## config.mk

```make
export PLATFORM = sky130hd
export DESIGN_NAME = spi_slave_rx
export DESIGN_NICKNAME = d
export VERILOG_FILES = /design/src/rtl/spi_pkg.sv /design/src/rtl/spi_sync_edge.sv /design/src/rtl/spi_slave_rx.sv
export SDC_FILE = /design/constraint.sdc
export NUM_CORES = 1
export LEC_CHECK = 0
export ABC_AREA = 1
export CAP_MARGIN = 20
export CELL_PAD_IN_SITES_DETAIL_PLACEMENT = 2
export CELL_PAD_IN_SITES_GLOBAL_PLACEMENT = 2
export CORE_AREA = 2 2 99 101
export CTS_BUF_LIST = sky130_fd_sc_hd__clkbuf_8
export CTS_CLUSTER_SIZE = 16
export DETAILED_ROUTE_END_ITERATION = 10
export DIE_AREA = 0 0 101 103
export HOLD_SLACK_MARGIN = 0.05
export PLACE_DENSITY = 0.63
export SKIP_CTS_REPAIR_TIMING = 1
export SLEW_MARGIN = 20
export SYNTH_ARGS = -nofsm -noshare
export SYNTH_HDL_FRONTEND = slang
export SYNTH_SLANG_ARGS = --single-unit
```

## constraint.sdc

```tcl
create_clock -name clk -period 4.9 [get_ports clk]
set_clock_uncertainty 0.2 [all_clocks]
set_input_delay 1.47 -clock clk [delete_from_list [all_inputs] [get_ports clk]]
set_output_delay 1.47 -clock clk [all_outputs]
set_load 0.05 [all_outputs]
```

## src/rtl/spi_pkg.sv

```systemverilog
// Shared constants and state encoding for the SPI move-link responder.
package spi_pkg;

    localparam int unsigned FRAME_BITS  = 8;
    localparam int unsigned CNT_W       = 4;
    localparam int unsigned MOVE_MSB    = 7;
    localparam int unsigned MOVE_LSB    = 3;
    localparam int unsigned CONFIRM_BIT = 2;
    localparam int unsigned FPGA_BIT    = 1;
    localparam int unsigned INFO_BIT    = 0;

    typedef enum logic [1:0] {
        IDLE  = 2'd0,
        SHIFT = 2'd1,
        HOLD  = 2'd2
    } spi_slv_state_t;

endpackage

```

## src/rtl/spi_sync_edge.sv

```systemverilog
// Multi-flop synchronizer for one asynchronous input, with one-cycle rise/fall pulses.
module spi_sync_edge #(
    parameter int unsigned SYNC_STAGES = 2,
    parameter logic        RESET_VAL   = 1'b0
) (
    input  logic clk,
    input  logic rst,
    input  logic din,
    output logic level,
    output logic rise_c,
    output logic fall_c
);

    logic [SYNC_STAGES-1:0] sync_q;
    logic                   prev_q;

    always_ff @(posedge clk or posedge rst) begin
        if (rst) begin
            sync_q <= {SYNC_STAGES{RESET_VAL}};
            prev_q <= RESET_VAL;
        end else begin
            sync_q <= {sync_q[SYNC_STAGES-2:0], din};
            prev_q <= sync_q[SYNC_STAGES-1];
        end
    end

    assign level  = sync_q[SYNC_STAGES-1];
    assign rise_c = level & ~prev_q;
    assign fall_c = ~level & prev_q;

endmodule

```

## src/rtl/spi_slave_rx.sv

```systemverilog
// SPI mode-0 responder: receives one MSB-first byte per frame, decodes the move
// fields, and shifts a queued reply byte out on miso.
module spi_slave_rx
    import spi_pkg::*;
#(
    parameter int unsigned SYNC_STAGES = 2,
    parameter logic [7:0]  IDLE_BYTE   = 8'h00
) (
    input  logic       clk,
    input  logic       rst,
    input  logic       sclk,
    input  logic       ss,
    input  logic       mosi,
    output logic       miso,
    input  logic [7:0] tx_data,
    input  logic       tx_valid,
    output logic       tx_ready,
    output logic [7:0] rx_data,
    output logic       rx_valid,
    output logic [4:0] move_index,
    output logic       confirm,
    output logic       from_fpga,
    output logic       info_ready,
    output logic       frame_err,
    output logic       busy
);

    logic sclk_s, sclk_rise, sclk_fall;
    logic ss_s, ss_rise, ss_fall;
    logic mosi_s, mosi_rise_unused, mosi_fall_unused;
    logic sclk_s_unused, ss_s_unused;

    spi_sync_edge #(.SYNC_STAGES(SYNC_STAGES), .RESET_VAL(1'b0)) u_sync_sclk (
        .clk(clk), .rst(rst), .din(sclk),
        .level(sclk_s), .rise_c(sclk_rise), .fall_c(sclk_fall)
    );

    // ss idles high, so its synchronizer resets high to avoid a false frame start.
    spi_sync_edge #(.SYNC_STAGES(SYNC_STAGES), .RESET_VAL(1'b1)) u_sync_ss (
        .clk(clk), .rst(rst), .din(ss),
        .level(ss_s), .rise_c(ss_rise), .fall_c(ss_fall)
    );

    spi_sync_edge #(.SYNC_STAGES(SYNC_STAGES), .RESET_VAL(1'b0)) u_sync_mosi (
        .clk(clk), .rst(rst), .din(mosi),
        .level(mosi_s), .rise_c(mosi_rise_unused), .fall_c(mosi_fall_unused)
    );

    assign sclk_s_unused = sclk_s;
    assign ss_s_unused   = ss_s;

    spi_slv_state_t              state_q, state_d;
    logic [CNT_W-1:0]            bit_cnt_q, bit_cnt_d;
    logic [FRAME_BITS-2:0]       rx_shift_q, rx_shift_d;
    logic [FRAME_BITS-2:0]       tx_shift_q, tx_shift_d;
    logic [FRAME_BITS-1:0]       tx_buf_q, tx_buf_d;
    logic [FRAME_BITS-1:0]       rx_data_d;
    logic [FRAME_BITS-1:0]       load_c;
    logic                        pending_q, pending_d;
    logic                        miso_d, rx_valid_d, frame_err_d;
    logic                        capture_c;

    always_ff @(posedge clk or posedge rst) begin
        if (rst) begin
            state_q    <= IDLE;
            bit_cnt_q  <= '0;
            rx_shift_q <= '0;
            tx_shift_q <= '0;
            tx_buf_q   <= '0;
            pending_q  <= 1'b0;
            miso       <= 1'b0;
            rx_data    <= '0;
            rx_valid   <= 1'b0;
            frame_err  <= 1'b0;
            busy       <= 1'b0;
            tx_ready   <= 1'b1;
        end else begin
            state_q    <= state_d;
            bit_cnt_q  <= bit_cnt_d;
            rx_shift_q <= rx_shift_d;
            tx_shift_q <= tx_shift_d;
            tx_buf_q   <= tx_buf_d;
            pending_q  <= pending_d;
            miso       <= miso_d;
            rx_data    <= rx_data_d;
            rx_valid   <= rx_valid_d;
            frame_err  <= frame_err_d;
            busy       <= (state_d != IDLE);
            tx_ready   <= ~pending_d;
        end
    end

    assign capture_c = tx_valid & ~pending_q;
    // A reply offered in the same cycle as the frame start goes straight to the shifter.
    assign load_c    = pending_q ? tx_buf_q : (capture_c ? tx_data : IDLE_BYTE);

    always_comb begin
        state_d     = state_q;
        bit_cnt_d   = bit_cnt_q;
        rx_shift_d  = rx_shift_q;
        tx_shift_d  = tx_shift_q;
        tx_buf_d    = tx_buf_q;
        pending_d   = pending_q;
        miso_d      = miso;
        rx_data_d   = rx_data;
        rx_valid_d  = 1'b0;
        frame_err_d = 1'b0;

        if (capture_c) begin
            tx_buf_d  = tx_data;
            pending_d = 1'b1;
        end

        unique case (state_q)
            IDLE: begin
                miso_d = 1'b0;
                if (ss_fall) begin
                    tx_shift_d = load_c[FRAME_BITS-2:0];
                    miso_d     = load_c[FRAME_BITS-1];
                    pending_d  = 1'b0;
                    bit_cnt_d  = '0;
                    rx_shift_d = '0;
                    state_d    = SHIFT;
                end
            end
            SHIFT: begin
                // ss_rise takes priority over a coincident sclk_rise.
                if (ss_rise) begin
                    frame_err_d = 1'b1;
                    miso_d      = 1'b0;
                    state_d     = IDLE;
                end else if (sclk_rise) begin
                    rx_shift_d = {rx_shift_q[FRAME_BITS-3:0], mosi_s};
                    bit_cnt_d  = bit_cnt_q + CNT_W'(1);
                    if (bit_cnt_q == CNT_W'(FRAME_BITS - 1)) begin
                        rx_data_d  = {rx_shift_q, mosi_s};
                        rx_valid_d = 1'b1;
                        state_d    = HOLD;
                    end
                end else if (sclk_fall && (bit_cnt_q != '0) &&
                             (bit_cnt_q < CNT_W'(FRAME_BITS))) begin
                    miso_d     = tx_shift_q[FRAME_BITS-2];
                    tx_shift_d = {tx_shift_q[FRAME_BITS-3:0], 1'b0};
                end
            end
            HOLD: begin
                if (ss_rise) begin
                    miso_d  = 1'b0;
                    state_d = IDLE;
                end
            end
            default: begin
                miso_d  = 1'b0;
                state_d = IDLE;
            end
        endcase
    end

    assign move_index = rx_data[MOVE_MSB:MOVE_LSB];
    assign confirm    = rx_data[CONFIRM_BIT];
    assign from_fpga  = rx_data[FPGA_BIT];
    assign info_ready = rx_data[INFO_BIT];

endmodule

```

==> results of run 1 <==
layout make-up:
type | count | area [sq um]
clock inverters | 3 | 48.8
flip-flops and latches | 50 | 1260
repair buffers | 35 | 348
clock buffers | 5 | 68.8
multi-input cells | 166 | 831
fillers | 1089 | 6670
inverters | 25 | 97.6
well taps | 114 | 143
layer usage:
layer | up-vias | track usage, %
li1 | 844 | -
met1 | 896 | 14.5
met2 | 26 | 20.2
met3 | 7 | 2.44
met4 | 0 | 3.43
met5 | - | 0
synth_stat cells, types with 4 or more instances:
cell type  count  area [sq um]
inv_1         20          75.1
dfstp_2        4           105
dfrtp_1       46          1150
o21ai_1        5          25.0
o21ai_2        7          61.3
o21ai_0       14          70.1
nor2_1         4          15.0
nand4_1        4          25.0
nand3_1       21           105
nand2_2        4          25.0
buf_4          9          67.6
nand2_1       92           345
sequential cells by signal, summed over array words and instances, names as in the netlist:
signal and count:
frame_err 1, tx_buf_q 8, tx_shift_q 7, u_sync_ss.sync_q 2, miso 1, tx_ready 1, rx_valid 1, u_sync_sclk.sync_q 2
rx_shift_q 7, u_sync_mosi.sync_q 2, busy 1, u_sync_sclk.prev_q 1, state_q 2, bit_cnt_q 4, rx_data 8, u_sync_ss.prev_q 1
pending_q 1
stage by stage:
step	util (%)	hold slack, ps
2_1_floorplan	-	131
3_3_place_gp	28.3	135
3_5_place_dp	28.3	136
4_1_cts	29.5	158
5_1_grt	29.5	168
6_report	29.5	155
worst max-delay path by stage:
stage / from / to / depth (start not counted) / slack (ps)
floorplan: rst / bit_cnt_q[0] / 1 / 2040
global placement: rst / tx_ready / 3 / 1810
detailed placement: rst / u_sync_ss.sync_q[0] / 3 / 1820
CTS: tx_ready / tx_ready / 1 / 1580
global route: tx_ready / tx_ready / 1 / 1560
finish: tx_ready / tx_ready / 1 / 1610
power by group:
group | internal [uW] | switching [uW] | total (uW)
clock network | 156 | 154 | 310
logic | 77.0 | 150 | 228
registers | 475 | 38.4 | 514
total | 708 | 343 | 1050
kinds of logic after synthesis:
group           Yosys count  synth area share (%)
flops                    50                  54.7
fa+ha+maj                 2                  1.09
compound gates           29                  8.12
buf+inv                  39                  9.05
simple gates            135                  27.0
==> impl_metrics.tcl, run 1 <==
set metrics [dict create \
    totalPowerFinal_uw 1050 \
    yosys_warnings 0 \
    met3WireLength_microns 150 \
    io_buffers 34 \
    rsz0062_at_grt "false" \
    first_pass_iters 4 \
    wl_met2_mm 2.68 \
    ctsRootBufferMaster "clkbuf_8" \
    rr_worst_depth 7 \
    ys_seq_area_share_pct 54.7 \
    syn_area_sq_mm 0.00229 \
    clk_latency_ps 310 \
    mostFrequentLayoutCell "nand2_1" \
    wirelength_mm 5.41 \
    p_per_area_mw_per_mm2 376 \
    synth_edf_count 0 \
    period_minus_slack_ps 3290 \
    crit_type "register to output port" \
    grt_antenna_before_repair 0 \
    worstReg2RegStart "pending_q" \
    grt_use_total_pct 11.6 \
    ys_types 27 \
    ys.flop_type "dfrtp_1" \
    status "complete, no violations" \
    syn2layout_area_growth_pct 21.7 \
    dieArea_sq_mm 0.0104 \
    hp-class "register to register" \
    drc 0 \
    die_y_microns 103 \
    place_inst 390 \
    cp.arrival_ps 1620 \
    cts_sinks 50 \
    relSlewSlack_pct 42.9 \
    critPathSlowestCell "clkdlybuf4s50_1" \
    crit_family "buffers and inverters" \
    timing.rr.end "tx_shift_q[1]" \
    worst_pin_slew_ps 855 \
    final_cell_mix "nand2_1 (92), dfrtp_1 (46), clkdlybuf4s50_1 (34), nand3_1 (21), inv_1 (19)" \
    floorplan.rows 36 \
    h-tree-depth 2 \
    num_vias 1773 \
    cp-start-kind "register" \
    insertedDiodeCount 0 \
    drv_slew 0 \
    drive_above_1_share_pct 13.7 \
    io_pins 35 \
    core_area_sq_mm 0.00946 \
    reg2reg_slack_ps 3070 \
    place_hpwl_mm 3.93 \
    finalSetupTns_ps 0 \
    start_util_pct 24.3 \
    final_area_sq_mm 0.00279 \
    hp-start "u_sync_sclk.sync_q[0]" \
    grt_pass1_wl_mm 9.36 \
    pre_cts_slack_ps 1820 \
    cts-buffers-inserted 5 \
    drv_cap 0 \
    async_reset_ff_share_pct 100 \
    highest_layer "met4" \
    cp.required_ps 3230 \
    min_to "u_sync_sclk.sync_q[1]" \
    period_share_pct 67.2 \
    clk_pin_slew_worst_paths_ps 100 \
    instances_no_fill 398 \
    cts_tree "done" \
    syn_inst 255 \
    setup-violations-final 0 \
    antenna_left 0 \
    clock_path_buffers 2 \
    critical_path.cell_chain "clkdlybuf4s50_1" \
    finalWorstSetupSlack_ps 1610 \
    die_w_microns 101 \
    hold_viol 0 \
    cp_slowest_stage_delay_ps 790 \
    crit_buf_inv 1 \
    nets 299 \
    peakVddDrop_mv 0.123 \
    whs_path_depth 0 \
    syn_nets 271 \
    grt_max_degree 48 \
    viasPerCell 4.45 \
    ys_seq_elements 50 \
    fmax_mhz 304 \
    crit_fanout 1 \
    placed_cell_area_sq_mm 0.00267 \
    gr-total-overflow 0 \
    cp-end-kind "output port" \
    drt_iter0_markers 51 \
    wl_met1_mm 2.51 \
    wire_per_inst_microns 13.6 \
    syn_avg_cell_area_sq_um 9.00 \
    p_leak_uw 0.00134 \
    grt_pass1_vias 1898 \
    gp_congestion 0.709 \
]
Power figures use the tool's default switching activity.
==> run 2: changes to the inputs <==
--- a/config.mk
+++ b/config.mk
@@ -15,7 +15,7 @@
 export DETAILED_ROUTE_END_ITERATION = 10
 export DIE_AREA = 0 0 101 103
 export HOLD_SLACK_MARGIN = 0.05
-export PLACE_DENSITY = 0.63
+export PLACE_DENSITY = 0.66
 export SKIP_CTS_REPAIR_TIMING = 1
 export SLEW_MARGIN = 20
 export SYNTH_ARGS = -nofsm -noshare
==> constraint.sdc (replaced) <==
create_clock -name clk -period 2.75 [get_ports clk]
set_clock_uncertainty 0.2 [all_clocks]
set_input_delay 0.825 -clock clk [delete_from_list [all_inputs] [get_ports clk]]
set_output_delay 0.825 -clock clk [all_outputs]
set_load 0.05 [all_outputs]
==> run 2 against run 1 <==
  * Core utilization rose by 0.20 points
  * Cell area up 0.67%
  * Via count shrank 1.1%
  * Highest routed layer unchanged
==> impl_metrics.tcl, run 2 (synthesis results as in run 1) <==
set metrics [dict create \
    status "complete, no violations" \
    grt_antenna_before_repair 0 \
    setup-violations-final 0 \
    reg.largest.list "rx_data x8, tx_buf_q x8" \
    pre_cts_slack_ps 443 \
    finalSetupTns_ps 0 \
    hp-start "u_sync_mosi.sync_q[0]" \
    p_leak_uw 0.00135 \
    num_vias 1754 \
    crit_family "buffers and inverters" \
    gp_congestion 0.698 \
    dieArea_sq_mm 0.0104 \
    core_area_sq_mm 0.00946 \
    grt_use_total_pct 11.1 \
    wire_per_inst_microns 12.8 \
    syn2layout_area_growth_pct 22.5 \
    crit_fanout 1 \
    die_w_microns 101 \
    critPathSlowestCell "clkdlybuf4s50_1" \
    hp-class "register to register" \
    critical_path.cell_chain "clkdlybuf4s50_1" \
    register_area_sq_mm 0.00126 \
    drc 0 \
    worst_pin_slew_ps 496 \
    place_inst 391 \
    cp.required_ps 1730 \
    cp.arrival_ps 1610 \
    rr_worst_depth 7 \
    fin_util_pct 29.7 \
    rsz0062_at_grt "false" \
    relSlewSlack_pct 66.8 \
    crit_buf_inv 1 \
    drv_slew 0 \
    ctsRootBufferMaster "clkbuf_8" \
    cts_tree "done" \
    cp-end-kind "output port" \
    drive_above_1_share_pct 14.0 \
    nets 300 \
    grt_max_degree 32 \
    first_pass_iters 4 \
    n_fill_cell 1082 \
    mostFrequentLayoutCell "nand2_1" \
    drt_iter0_markers 31 \
    io_buffers 34 \
    period_minus_slack_ps 2640 \
    clk_latency_ps 310 \
    clock_path_buffers 2 \
    start_util_pct 24.3 \
    timing.rr.end "miso" \
    cp-start-kind "register" \
    drv_cap 0 \
    reg2reg_slack_ps 930 \
    floorplan.rows 36 \
    place_hpwl_mm 3.83 \
    wirelength_mm 5.10 \
    worstReg2RegStart "pending_q" \
    cp_slowest_stage_delay_ps 790 \
    whs_path_depth 0 \
    grt_pass1_wl_mm 9.06 \
    viasPerCell 4.40 \
    hold_viol 0 \
    period_share_pct 95.9 \
    cts-buffers-inserted 5 \
    crit_type "register to output port" \
    min_to "u_sync_mosi.sync_q[1]" \
    instances_no_fill 399 \
    io_pins 35 \
    gr-total-overflow 0 \
    peakVddDrop_mv 0.233 \
    die_y_microns 103 \
    finalWorstSetupSlack_ps 112 \
    h-tree-depth 2 \
    grt_pass1_vias 1878 \
    multi_input_area_sq_um 831 \
    antenna_left 0 \
    p_per_area_mw_per_mm2 664 \
    clk_pin_slew_worst_paths_ps 100 \
    cts_sinks 50 \
    final_cell_mix "nand2_1 (92), dfrtp_1 (46), clkdlybuf4s50_1 (34), nand3_1 (21), inv_1 (19)" \
    fmax_mhz 379 \
    insertedDiodeCount 0 \
]
run 2: routing by layer:
metal / GRT usage [%] / vias to the layer above / wire length [microns]
met5: 0 / - / 0
met4: 3.43 / 0 / 30
met3: 2.44 / 2 / 130
met2: 18.7 / 24 / 2510
met1: 14.3 / 881 / 2430
li1: - / 847 / -
run 2: power by group:
group	internal, uW	switching [uW]
combinational	140	266
sequential	847	66.6
clock	278	271
run 2: per-stage QoR:
step / hold slack, ps / cell area (sq um) / power, uW
2_1_floorplan: 131 / 2290 / 1220
3_3_place_gp: 137 / 2690 / 1330
3_5_place_dp: 138 / 2690 / 1350
4_1_cts: 163 / 2810 / 1910
5_1_grt: 173 / 2810 / 2020
6_report: 159 / 2810 / 1870
run 2: how the worst max path moves through the flow:
stage | start | endpoint | slack [ps] | depth (start not counted)
global placement | tx_ready | tx_ready | 440 | 1
global route | tx_ready | tx_ready | 50 | 1
finish | tx_ready | tx_ready | 110 | 1
detailed placement | tx_ready | tx_ready | 440 | 1
CTS | tx_ready | tx_ready | 90 | 1
floorplan | rst | bit_cnt_q[0] | 530 | 1
run 2: area by class of cell:
| cell class | count | share of cell area (%) |
|---|---|---|
| inverters | 25 | 3.43 |
| clock inverters | 3 | 1.74 |
| multi-input cells | 166 | 29.6 |
| flip-flops and latches | 50 | 44.7 |
| well taps | 114 | 5.07 |
| repair buffers | 36 | 13.1 |
| clock buffers | 5 | 2.45 |
==> variant (settings of run 2) <==
Set the package constant `CNT_W` to 5 (it was 4).
--- a/src/rtl/spi_pkg.sv
+++ b/src/rtl/spi_pkg.sv
@@ -2,7 +2,7 @@
 package spi_pkg;
 
     localparam int unsigned FRAME_BITS  = 8;
-    localparam int unsigned CNT_W       = 4;
+    localparam int unsigned CNT_W       = 5;
     localparam int unsigned MOVE_MSB    = 7;
     localparam int unsigned MOVE_LSB    = 3;
     localparam int unsigned CONFIRM_BIT = 2;
Behaviour: same outputs for any inputs over 10 cycles, from zero or initial values and one cycle with rst high; that may be too few to reach the edited logic, so the function may still have changed.
==> variant against run 2 <==
- area after synthesis increased by 0.65%
- register-to-register slack got worse by 0.06 ns
- die area unchanged
- synthesized cell count increased by 4.3%
- final area increased by 1.0%
- critical endpoint unchanged
- wire length grew 10%
- combinational power hardly changed
- total power is essentially flat
- largest power group unchanged
- non-clock buffer count fell by 1
- sequential cell count increased by 1
- setup slack got worse by 0.0076 ns
- via count is 3.8% higher
==> variant: results (changes against run 2) <==
| Metric | Value |
|---|---|
| RR Endpoint | `tx_shift_q[0]$_DFFE_PP0P_` |
| Maximum vdd drop | `261 µV (+12%)` |
| Post-detail-place hpwl | `4180 µm (+9.0%)` |
| FF-to-FF path depth | `8 (+1)` |
| First-pass GRT wire length | `9870 µm (+9.0%)` |
| Met1 Use GR | `16.0% (+1.7 points)` |
| Post-synth cell types | `28 (+3.7%)` |
| DR vias | `1,821 (+3.8%)` |
| Hold Slack | `0.156 ns (-0.00320 ns)` |
| GR Util All Layers | `12.1% (+1.0 points)` |
| Vias per cell | `4.43 (+0.79%)` |
| Placed cells | `403 (+3.1%)` |
| Critical R2R Launch | `bit_cnt_q[0]$_DFFE_PP0P_` |
| Fillcell total | `1,080 (-0.18%)` |
| Final Wtd Congestion | `0.735 (+5.2%)` |
| Status | `completed` |
| Mapped Cells | `266 (+4.3%)` |
| Synth top cells by count | `nand2_1 (112), dfrtp_1 (47), nand3_1 (25)` |
| LEAKAGE | `1.42 nW (+4.6%)` |
| Syn Nets | `282 (+4.1%)` |
| Sequential share of the synthesized area | `55.5% (+0.73 points)` |
| Ranking of synthesized cells by area | `dfrtp_1 (51%), nand2_1 (18%), nand3_1 (5.4%)` |
| Initial DRC Count | `41 (+32%)` |
| Largest net degree at the start of global routing | `52 (+63%)` |
| Met2 Use GR | `20.1% (+1.3 points)` |
| Worst Min Path Start | `u_sync_sclk.sync_q[0]$_DFF_PP0_` |
| Total Nets Final | `312 (+4.0%)` |
| Vias in the first global route | `1,974 (+5.1%)` |
| WHS Endpoint | `u_sync_sclk.sync_q[1]$_DFF_PP0_` |
## variant: changes by cell type after synthesis, sizes merged
cell    change
buf         -3
dfrtp       +1
clkbuf      +1
nand4       -2
clkinv      -1
nand2      +15
o21ai       -8
nand3       +5
xor2        +1
nor2        +3
a21oi       -1
## variant: logic make-up (layout without fill, tap and decap cells)
kind of cell / Yosys count / in the layout / share of synthesized area (%)
AND/OR/NAND/NOR: 156 / 156 / 30.3
flip-flops: 51 / 51 / 55.5
AO/OA/AOI/OAI: 20 / 20 / 5.15
XOR/XNOR: 1 / 1 / 0.379
buffers and inverters: 36 / 67 / 7.58
adder cells (fa/ha/maj): 2 / 2 / 1.08
## variant: area by class of cell
type	instances	area, µm²	share of cell area, %
Inverter	24	90.1	3.17
Timing Repair Buffer	35	360	12.7
Sequential cell	51	1280	45.1
Multi-Input combinational cell	179	853	30.0
Clock buffer	5	68.8	2.42
Clock inverter	3	43.8	1.54
Tap cell	114	143	5.02
## variant: how the worst max path moves through the flow
stage,endpoint,start,cells past startpoint
after floorplan,bit_cnt_q[0]$_DFFE_PP0P_,rst,1
after CTS,tx_ready,tx_ready$_DFF_PP1_,1
final,tx_ready,tx_ready$_DFF_PP1_,1
after global routing,tx_ready,tx_ready$_DFF_PP1_,1
after detailed placement,tx_shift_q[0]$_DFFE_PP0P_,tx_valid,5
after global placement,tx_shift_q[0]$_DFFE_PP0P_,tx_valid,5
## variant: routing by layer
layer	up-vias	share of wire, %
li1	886	-
met1	898	49
met2	31	46
met3	6	2.7
met4	0	1.7
met5	-	0
## variant: metrics by stage
step,setup slack [ns],cell area (µm²),power (mW),utilization [%]
after global routing,0.0497,2840,2.01,30.0
after floorplan,0.502,2310,1.22,-
final,0.104,2840,1.87,30.0
after global placement,0.377,2730,1.34,28.8
after detailed placement,0.322,2730,1.36,28.8
after CTS,0.0856,2840,1.91,30.0
## variant: report_power, final
part,switching (mW),total (mW),internal (mW)
clock,0.257,0.528,0.271
sequential,0.0697,0.932,0.862
combinational,0.273,0.407,0.135
